`src/rtl/regfile_writeback.sv`:
```
// Writeback initiator: buffers execute results in an in-order queue and drains
// one entry per cycle onto the register-file write port, tracking R0 in a shadow.
module regfile_writeback #(
  parameter int DEPTH = 4,
  parameter int PTR_W = 2
) (
  input  logic        clk,
  input  logic        reset_n,
  input  logic        wbValid,
  output logic        wbReady,
  input  logic [3:0]  wbDest,
  input  logic [15:0] wbData,
  input  logic        wbR0En,
  input  logic [15:0] wbR0Data,
  input  logic        wbStall,
  output logic        registerWrite,
  output logic [3:0]  regWriteLocal,
  output logic [15:0] dataWrite,
  output logic [15:0] r0Write,
  output logic [15:0] pendingMask,
  output logic [15:0] r0Shadow
);

  logic [3:0]       dest_q   [DEPTH];
  logic [15:0]      data_q   [DEPTH];
  logic             r0en_q   [DEPTH];
  logic [15:0]      r0data_q [DEPTH];
  logic [PTR_W-1:0] wr_ptr;
  logic [PTR_W-1:0] rd_ptr;
  logic [PTR_W:0]   count;
  logic             full;
  logic             empty;
  logic             push;
  logic             pop;
  logic [15:0]      r0_resolved;

  // Handshake: a result transfers on a rising edge where wbValid && wbReady;
  // wbReady depends only on occupancy, and execute holds its data until then.
  assign full    = (count == (PTR_W+1)'(DEPTH));
  assign empty   = (count == '0);
  assign wbReady = !full;
  assign push    = wbValid && !full;
  assign pop     = !empty && !wbStall;

  // The R0 port outranks a dest=0 data write; otherwise R0 keeps its value.
  always_comb begin
    r0_resolved = r0Shadow;
    if (r0en_q[rd_ptr]) begin
      r0_resolved = r0data_q[rd_ptr];
    end else if (dest_q[rd_ptr] == 4'd0) begin
      r0_resolved = data_q[rd_ptr];
    end
  end

  always_ff @(posedge clk) begin
    if (push) begin
      dest_q[wr_ptr]   <= wbDest;
      data_q[wr_ptr]   <= wbData;
      r0en_q[wr_ptr]   <= wbR0En;
      r0data_q[wr_ptr] <= wbR0Data;
    end
  end

  always_ff @(posedge clk or negedge reset_n) begin
    if (!reset_n) begin
      wr_ptr        <= '0;
      rd_ptr        <= '0;
      count         <= '0;
      registerWrite <= 1'b0;
      regWriteLocal <= 4'd0;
      dataWrite     <= 16'h0000;
      r0Write       <= 16'h0000;
      r0Shadow      <= 16'h0000;
    end else begin
      registerWrite <= pop;
      if (push) begin
        wr_ptr <= wr_ptr + PTR_W'(1);
      end
      if (pop) begin
        rd_ptr        <= rd_ptr + PTR_W'(1);
        regWriteLocal <= dest_q[rd_ptr];
        dataWrite     <= data_q[rd_ptr];
        r0Write       <= r0_resolved;
        r0Shadow      <= r0_resolved;
      end
      case ({push, pop})
        2'b10:   count <= count + (PTR_W+1)'(1);
        2'b01:   count <= count - (PTR_W+1)'(1);
        default: count <= count;
      endcase
    end
  end

  // An entry is occupied when its distance from the head is below count.
  always_comb begin
    pendingMask = 16'h0000;
    for (int i = 0; i < DEPTH; i++) begin
      if ({1'b0, PTR_W'(PTR_W'(i) - rd_ptr)} < count) begin
        pendingMask[dest_q[i]] = 1'b1;
        if (r0en_q[i]) begin
          pendingMask[0] = 1'b1;
        end
      end
    end
  end

endmodule

```
`config.mk`:
```
export PLATFORM = sky130hd
export DESIGN_NAME = regfile_writeback
export DESIGN_NICKNAME = d
export VERILOG_FILES = /design/src/rtl/regfile_writeback.sv
export SDC_FILE = /design/constraint.sdc
export NUM_CORES = 1
export LEC_CHECK = 0
export BUFFER_PORTS_ARGS = -buffer_cell sky130_fd_sc_hd__buf_2
export CORE_MARGIN = 2
export CORE_UTILIZATION = 52
export DETAILED_ROUTE_END_ITERATION = 7
export GPL_TIMING_DRIVEN = 0
export MAX_ROUTING_LAYER = met4
export PLACE_DENSITY = 0.81
export SETUP_SLACK_MARGIN = 0.4
export SLEW_MARGIN = 15
export SYNTH_ARGS = -nofsm -noshare
export SYNTH_HDL_FRONTEND = slang
export SYNTH_SLANG_ARGS = --single-unit
```
`constraint.sdc`:
```
create_clock -name clk -period 3.91 [get_ports clk]
set_clock_uncertainty 0.15 [all_clocks]
set_input_delay 1.173 -clock clk [delete_from_list [all_inputs] [get_ports clk]]
set_output_delay 1.173 -clock clk [all_outputs]
set_load 0.02 [all_outputs]
```
==> metrics.csv, run 1 <==
stage;metric;value;unit
finish;share of post-route cells with drive strength above 1;0.464;
power_and_ir_drop;static leakage;3.75;nW
outcome;status;complete, but fails checks;
finish;fillers;1062;
drt;drt total wl;19.4;mm
clock_tree;H-tree depth;4;
drt;DR iter-0 viols;455;
synth;Synth async-reset ratio;0.229;
critical_path;top fanout value on the critical path;5;
critical_path;FF-to-FF End;count[2]$_DFFE_PN0P_;
synth;Post-Syn Nets;545;
timing;setup_tns;-3.08;ns
timing;slew margin rel.;0.432;
finish;Layout Nets;698;
power_and_ir_drop;P_sw;3.24;mW
power_and_ir_drop;cell internal pwr;5.54;mW
finish;FF+latch area;0.00555;mm²
grt;first-pass GRT wire length;29.6;mm
drt;DR pass1 iterations;4;
drt;DR vias;5102;
synth;Synth area leaders;edfxtp_1, dfrtp_1, mux4_2;
synth;Ys Warns;0;
grt;largest net degree at the start of global routing;45;
flow_run;number of max-cap violations;0;
timing;endpoints failing setup;16;
die;Die Ht;129;µm
synth;#FFs+latches synth;192;
critical_path;R2R depth;10;
timing;measured slew at the worst slew-check pin;0.852;ns
drt;DRC Markers;0;
synth;sequential element share of the synthesized area;0.677;
finish;Syn-to-layout area delta;24.9;%
critical_path;crit end category;output port;
timing;Max Fclk;0.239;GHz
die;die width;129;µm
timing;final period utilization;1.07;
min_path;hold path depth;1;
power_and_ir_drop;Comb power frac;0.456;
synth;Synth top area share;0.543;
power_and_ir_drop;part of the power in registers;0.352;
timing;Pins Over Slew Limit;0;
drt;DR vias/cell;5.86;
die;die area;0.0168;mm²
clock_tree;clock sink total;192;
drt;Routed Antenna Nets;0;
min_path;Hold Crit Endpoint;dataWrite[12]$_DFFE_PN0P_;
power_and_ir_drop;Clock Power Share;0.192;
finish;fin util;0.668;
clock_tree;Clock Path Buffers;2;
placement;pre-CTS WS;-0.111;ns
die;FP Rows;45;
finish;Multi-input gate area;0.00259;mm²
clock_tree;Clk Latency, worst-skew pair;0.43;ns
placement;Port Buffers;110;
placement;Final HPWL DP;13.2;mm
finish;final instance area;0.0102;mm²
timing;final hold vios;0;
timing;RSZ-0062 raised after global routing;true;
grt;vias in the first global route;5241;
critical_path;r2r startpoint;count[2]$_DFFE_PN0P_;
clock_tree;Clock Tree Root;clkbuf_16;
timing;final worst slack;-0.266;ns
power_and_ir_drop;Switching Share;0.369;
drt;wire length per cell;22.2;µm
power_and_ir_drop;maximum VDD drop;461;µV
clock_tree;Inserted Clock Buffers;17;
timing;Min Clock Period, post-route;4.18;ns
critical_path;FF-to-FF setup slack;0.85;ns
critical_path;CP Class;flop to output port;
die;core box area;0.0153;mm²
critical_path;data required time of the worst path;2.59;ns
placement;Post-Place Cell Area;0.00925;mm²
timing;hold_ws;0.354;ns
grt;GRT Total Usage;0.250;
power_and_ir_drop;Pwr Density;858;mW/mm²
outcome;failing checks;negative setup slack;
synth;dominant synthesized flop cell;edfxtp_1;
synth;Avg Cell Area, Syn;16.6;µm²
clock_tree;hold-fix buffers at CTS;0;
synth;Mapped Cells;494;
synth;Yosys top cell by area;edfxtp_1;
grt;GRT Residual Overflow;0;
die;IO Count;111;
die;Starting Density;0.535;
grt;antenna violations before repair;0;
min_path;HP Start;dataWrite[12]$_DFFE_PN0P_;
finish;Ant. Diodes;0;
critical_path;Setup crit start kind;flop;
placement;routability cong.;0.905;
synth;Post-synth EDFFs;148;
min_path;Hold WC Path Type;flop to flop;
synth;Netlist cell types;51;
synth;Mapped Area;0.00819;mm²
critical_path;Worst Path Arrival;2.85;ns
clock_tree;CTS tree;done;
clock_tree;Clk pin slew, worst setup/hold paths;0.07;ns
kinds of logic (layout without fill, tap and decap cells):
group,count (synthesis),in the layout,share of synthesized area
flops,192,192,0.677
simple gates,103,103,0.0701
compound gates,76,76,0.0648
mux,61,61,0.133
buf+inv,45,211,0.0315
fa+ha+maj,10,10,0.0162
xor+xnor,7,7,0.00749
cell type report:
type | instances | area share
Buffer | 35 | 0.0317
Inverter | 10 | 0.00367
Timing Repair Buffer | 134 | 0.0859
Sequential cell | 192 | 0.542
Multi-Input combinational cell | 257 | 0.254
Clock inverter | 15 | 0.0153
Tap cell | 211 | 0.0258
Clock buffer | 17 | 0.0416
layout by cell type (no fill, tap or decap), types with 6 or more instances in the layout:
master       n
a22oi_1      7
nand2_1     10
buf_12       7
buf_2       96
nor2b_1      6
a21oi_1      9
clkbuf_1     8
ha_1         8
o211ai_1     8
nand3_1      8
nand2b_1     6
inv_1        8
clkbuf_16   19
edfxtp_1   148
mux2_2      21
mux4_2      36
o21ai_0      8
nor2_1      15
nor2_2      11
or3_1       20
buf_6       11
buf_4       43
o21ai_1     11
dfrtp_1     43
a21oi_2     10
Yosys cell counts (4+ instances only):
library cell and number:
a21oi_1 11, a21oi_2 10, a22oi_1 7, and3_1 5, buf_2 5, buf_4 16, clkbuf_1 10, dfrtp_1 44
edfxtp_1 148, ha_1 9, inv_1 10, mux2_2 21, mux2i_1 4, mux4_2 36, nand2_1 10, nand2b_1 6
nand3_1 8, nor2_1 16, nor2_2 10, nor2b_1 6, nor3_1 5, o211ai_1 8, o21ai_0 11, o21ai_1 10
o22ai_1 4, or2_2 6, or3_1 21, xor2_1 4
critical path, stage by stage (launching register included):
cell,delay (ns)
dfrtp_1,0.38
buf_6,0.13
buf_12,0.12
buf_12,0.11
buf_12,0.12
xor2_4,0.17
ha_1,0.33
a21oi_4,0.09
o211ai_1,0.34
o22ai_1,0.13
or3_4,0.35
buf_6,0.14
power by group through the flow:
stage | registers [mW] | clock network [mW] | logic (mW)
2_1_floorplan | 3.27 | 0 | 2.20
3_3_place_gp | 3.11 | 0 | 3.30
3_5_place_dp | 3.12 | 0 | 3.47
4_1_cts | 3.09 | 1.70 | 3.87
5_1_grt | 3.13 | 1.80 | 4.24
6_report | 3.09 | 1.69 | 4.00
registers in the layout, summed over array words and instances (netlist names), 3 cells and up:
name	cells
r0en_q	4
regWriteLocal	4
dest_q	16
data_q	64
count	3
r0Shadow	16
r0data_q	64
dataWrite	16
how the worst max path moves through the flow:
stage / start / to / cells past startpoint
5_1_grt: rd_ptr[0]$_DFFE_PN0P_ / pendingMask[14] / 13
3_5_place_dp: rd_ptr[1]$_DFFE_PN0P_ / pendingMask[15] / 11
2_1_floorplan: rd_ptr[1]$_DFFE_PN0P_ / pendingMask[2] / 10
4_1_cts: rd_ptr[1]$_DFFE_PN0P_ / pendingMask[14] / 12
3_3_place_gp: rd_ptr[1]$_DFFE_PN0P_ / pendingMask[15] / 11
6_report: rd_ptr[0]$_DFFE_PN0P_ / pendingMask[15] / 11
routing by layer:
layer / track usage / part of all wire / up-vias / wire, µm
li1: - / - / 2241 / -
met1: 0.311 / 0.40 / 2610 / 7830
met2: 0.403 / 0.52 / 213 / 10100
met3: 0.0545 / 0.052 / 38 / 1010
met4: 0.102 / 0.022 / 0 / 429
met5: - / 0 / - / 0
what timing repair did:
item / CTS / global route
gates resized for setup: 45 / 10
setup buffers: 17 / 2
pin swaps: 15 / 11
endpoints found under the setup margin: 17 / 16
stage by stage:
step,power (mW),instances
final,8.78,871
after global placement,6.40,815
after floorplan,5.48,494
after CTS,8.66,868
after detailed placement,6.59,819
after global routing,9.17,871
Note: power is estimated with default switching activity, not from simulation.
==> run 2, diff against run 1 <==
--- a/config.mk
+++ b/config.mk
@@ -6,6 +6,7 @@
 export NUM_CORES = 1
 export LEC_CHECK = 0
 export BUFFER_PORTS_ARGS = -buffer_cell sky130_fd_sc_hd__buf_2
+export CORE_ASPECT_RATIO = 0.5
 export CORE_MARGIN = 2
 export CORE_UTILIZATION = 52
 export DETAILED_ROUTE_END_ITERATION = 7
@@ -13,7 +14,6 @@
 export MAX_ROUTING_LAYER = met4
 export PLACE_DENSITY = 0.81
 export SETUP_SLACK_MARGIN = 0.4
-export SLEW_MARGIN = 15
 export SYNTH_ARGS = -nofsm -noshare
 export SYNTH_HDL_FRONTEND = slang
 export SYNTH_SLANG_ARGS = --single-unit
==> run 2 against run 1 <==
  * The flow still finishes with violations (negative setup slack)
  * Global-route usage down 0.36 points
  * Utilization down 0.72 points
  * Clock-buffer cell count unchanged
  * Maximum frequency shrank 1.0%
  * Non-clock buffer count fell by 3
  * Worst hold slack about the same
  * Sequential share of layout area up 0.23 points
  * Clock power is essentially flat
  * Largest power group unchanged
==> metrics.csv, run 2 (synthesis gave the netlist of run 1 again) <==
stage;metric;value;unit;change
critical_path;Worst Path Arrival;2.90;ns;was 2.85 ns
finish;share of post-route cells with drive strength above 1;0.458;;was 0.464
critical_path;r2r startpoint;rd_ptr[0]$_DFFE_PN0P_;;was count[2]$_DFFE_PN0P_
timing;final period utilization;1.08;;was 1.07
critical_path;Setup crit start kind;flop;;unchanged
critical_path;data required time of the worst path;2.59;ns;about the same
clock_tree;clock sink total;192;;unchanged
finish;commonest non-fill, non-tap cell in the layout;edfxtp_1;;unchanged
drt;DR vias/cell;5.91;;was 5.86
critical_path;top fanout value on the critical path;3;;was 5
drt;DRC Markers;0;;unchanged
clock_tree;Clk Latency, worst-skew pair;0.43;ns;about the same
die;Die Ht;92.7;µm;was 129 µm
timing;RSZ-0062 raised after global routing;true;;unchanged
drt;Routed Antenna Nets;0;;unchanged
timing;final hold vios;0;;unchanged
min_path;hold path depth;1;;unchanged
drt;wire length per cell;22.4;µm;was 22.2 µm
finish;final instance area;0.0102;mm²;about the same
power_and_ir_drop;Overall Power;8.79;mW;was 8.78 mW
grt;vias in the first global route;5279;;was 5,241
critical_path;CP Class;flop to output port;;unchanged
power_and_ir_drop;static leakage;3.73;nW;was 3.75 nW
clock_tree;H-tree depth;4;;unchanged
min_path;HP Start;dataWrite[9]$_DFFE_PN0P_;;was dataWrite[12]$_DFFE_PN0P_
die;IO Count;111;;unchanged
clock_tree;Clk pin slew, worst setup/hold paths;0.07;ns;about the same
grt;GRT Total Usage;0.246;;was 0.250
die;die width;181;µm;was 129 µm
grt;largest net degree at the start of global routing;45;;unchanged
outcome;status;complete, but fails checks;;unchanged
finish;most frequent cells in the layout;edfxtp_1, buf_2, dfrtp_1, buf_4, mux4_2;;was edfxtp_1, buf_2, buf_4, dfrtp_1, mux4_2
clock_tree;Clock Tree Root;clkbuf_16;;unchanged
placement;Post-Place Cell Area;0.00924;mm²;was 0.00925 mm²
timing;final worst slack;-0.310;ns;was -0.266 ns
power_and_ir_drop;Pwr Density;863;mW/mm²;was 858 mW/mm²
power_and_ir_drop;maximum VDD drop;350;µV;was 461 µV
placement;Port Buffers;110;;unchanged
flow_run;number of max-cap violations;0;;unchanged
timing;setup_tns;-3.86;ns;was -3.08 ns
grt;GRT Residual Overflow;0;;unchanged
drt;drt total wl;19.3;mm;was 19.4 mm
clock_tree;hold-fix buffers at CTS;0;;unchanged
die;die area;0.0168;mm²;about the same
critical_path;crit end category;output port;;unchanged
die;core box area;0.0154;mm²;was 0.0153 mm²
min_path;Hold WC Path Type;flop to flop;;unchanged
critical_path;FF-to-FF setup slack;0.91;ns;was 0.85 ns
critical_path;R2R depth;10;;unchanged
finish;Layout Nets;695;;was 698
clock_tree;CTS tree;done;;unchanged
grt;first-pass GRT wire length;29.8;mm;was 29.6 mm
placement;Final HPWL DP;12.3;mm;was 13.2 mm
die;Starting Density;0.531;;was 0.535
drt;DR pass1 iterations;5;;was 4
placement;pre-CTS WS;-0.166;ns;was -0.111 ns
clock_tree;Inserted Clock Buffers;17;;unchanged
drt;DR vias;5105;;was 5,102
timing;endpoints failing setup;16;;unchanged
die;FP Rows;32;;was 45
placement;routability cong.;0.880;;was 0.905
timing;Max Fclk;0.237;GHz;was 0.239 GHz
timing;Pins Over Slew Limit;0;;unchanged
timing;slew margin rel.;0.255;;was 0.432
finish;Syn-to-layout area delta;24.3;%;was 24.9%
timing;measured slew at the worst slew-check pin;1.12;ns;was 0.852 ns
drt;DR iter-0 viols;413;;was 455
critical_path;Crit. Startpoint;rd_ptr[1]$_DFFE_PN0P_;;was rd_ptr[0]$_DFFE_PN0P_
finish;Regs by FF count;data_q x64, r0data_q x64;;unchanged
clock_tree;Clock Path Buffers;2;;unchanged
outcome;failing checks;negative setup slack;;unchanged
timing;Min Clock Period, post-route;4.22;ns;was 4.18 ns
grt;antenna violations before repair;2;;was 0
## run 2: changes by cell type in the layout (fill, tap and decap cells not counted), sizes merged
cell,before,now
buf,159,156
diode,0,3
bufinv,2,0
inv,14,16
clkinv,6,7
clkinvlp,3,2
## run 2: critical path, stage by stage, from the launching register on
cell and delay (ns):
dfrtp_2 0.42, clkbuf_16 0.16, clkbuf_16 0.14, buf_12 0.12, xor2_4 0.17, inv_2 0.07
ha_4 0.27, a21oi_4 0.06, o211ai_1 0.39, o22ai_1 0.18, or3_4 0.35, buf_6 0.14
## run 2: timing repair
action | in CTS | in global routing
endpoints found under the setup margin | 17 | 17
buffers inserted | 17 | 0
resized for setup | 39 | 7
pin swaps | 19 | 8
## run 2: path summary, 6_finish.rpt
kind                                                      to
worst max register to register       r0Shadow[4]$_DFFE_PN0P_
worst min-delay path                dataWrite[9]$_DFFE_PN0P_
max in group asynchronous              rd_ptr[1]$_DFFE_PN0P_
min in group asynchronous       regWriteLocal[1]$_DFFE_PN0P_
worst max-delay path                         pendingMask[15]
worst min register to register      dataWrite[9]$_DFFE_PN0P_
## run 2: cell type report
type                    instances  area, µm²
plain buffers                  35        325
well taps                     204        255
clock buffers                  17        425
flip-flops and latches        192       5550
multi-input cells             257       2570
diodes                          3       7.51
fillers                      1003       5230
clock inverters                15        186
inverters                      10       37.5
repair buffers                131        832
## run 2: per-stage QoR
step	util	hold WS (ns)	std cells
after global placement	0.593	0.334	808
final	0.661	0.354	864
after CTS	0.658	0.360	861
after global routing	0.660	0.371	863
after detailed placement	0.600	0.343	812
after floorplan	-	0.371	494
## run 2: power breakdown
group          internal [mW]  switching, mW  leakage [nW]
clock network          0.868          0.857         0.288
registers               2.78          0.303          1.86
logic                   1.80           2.18          1.58
## run 2: metal layers
metal	global-route usage	wire [µm]	vias to the layer above
li1	-	-	2228
met1	0.319	8290	2620
met2	0.389	9480	227
met3	0.0558	1280	30
met4	0.0888	263	0
met5	-	0	-
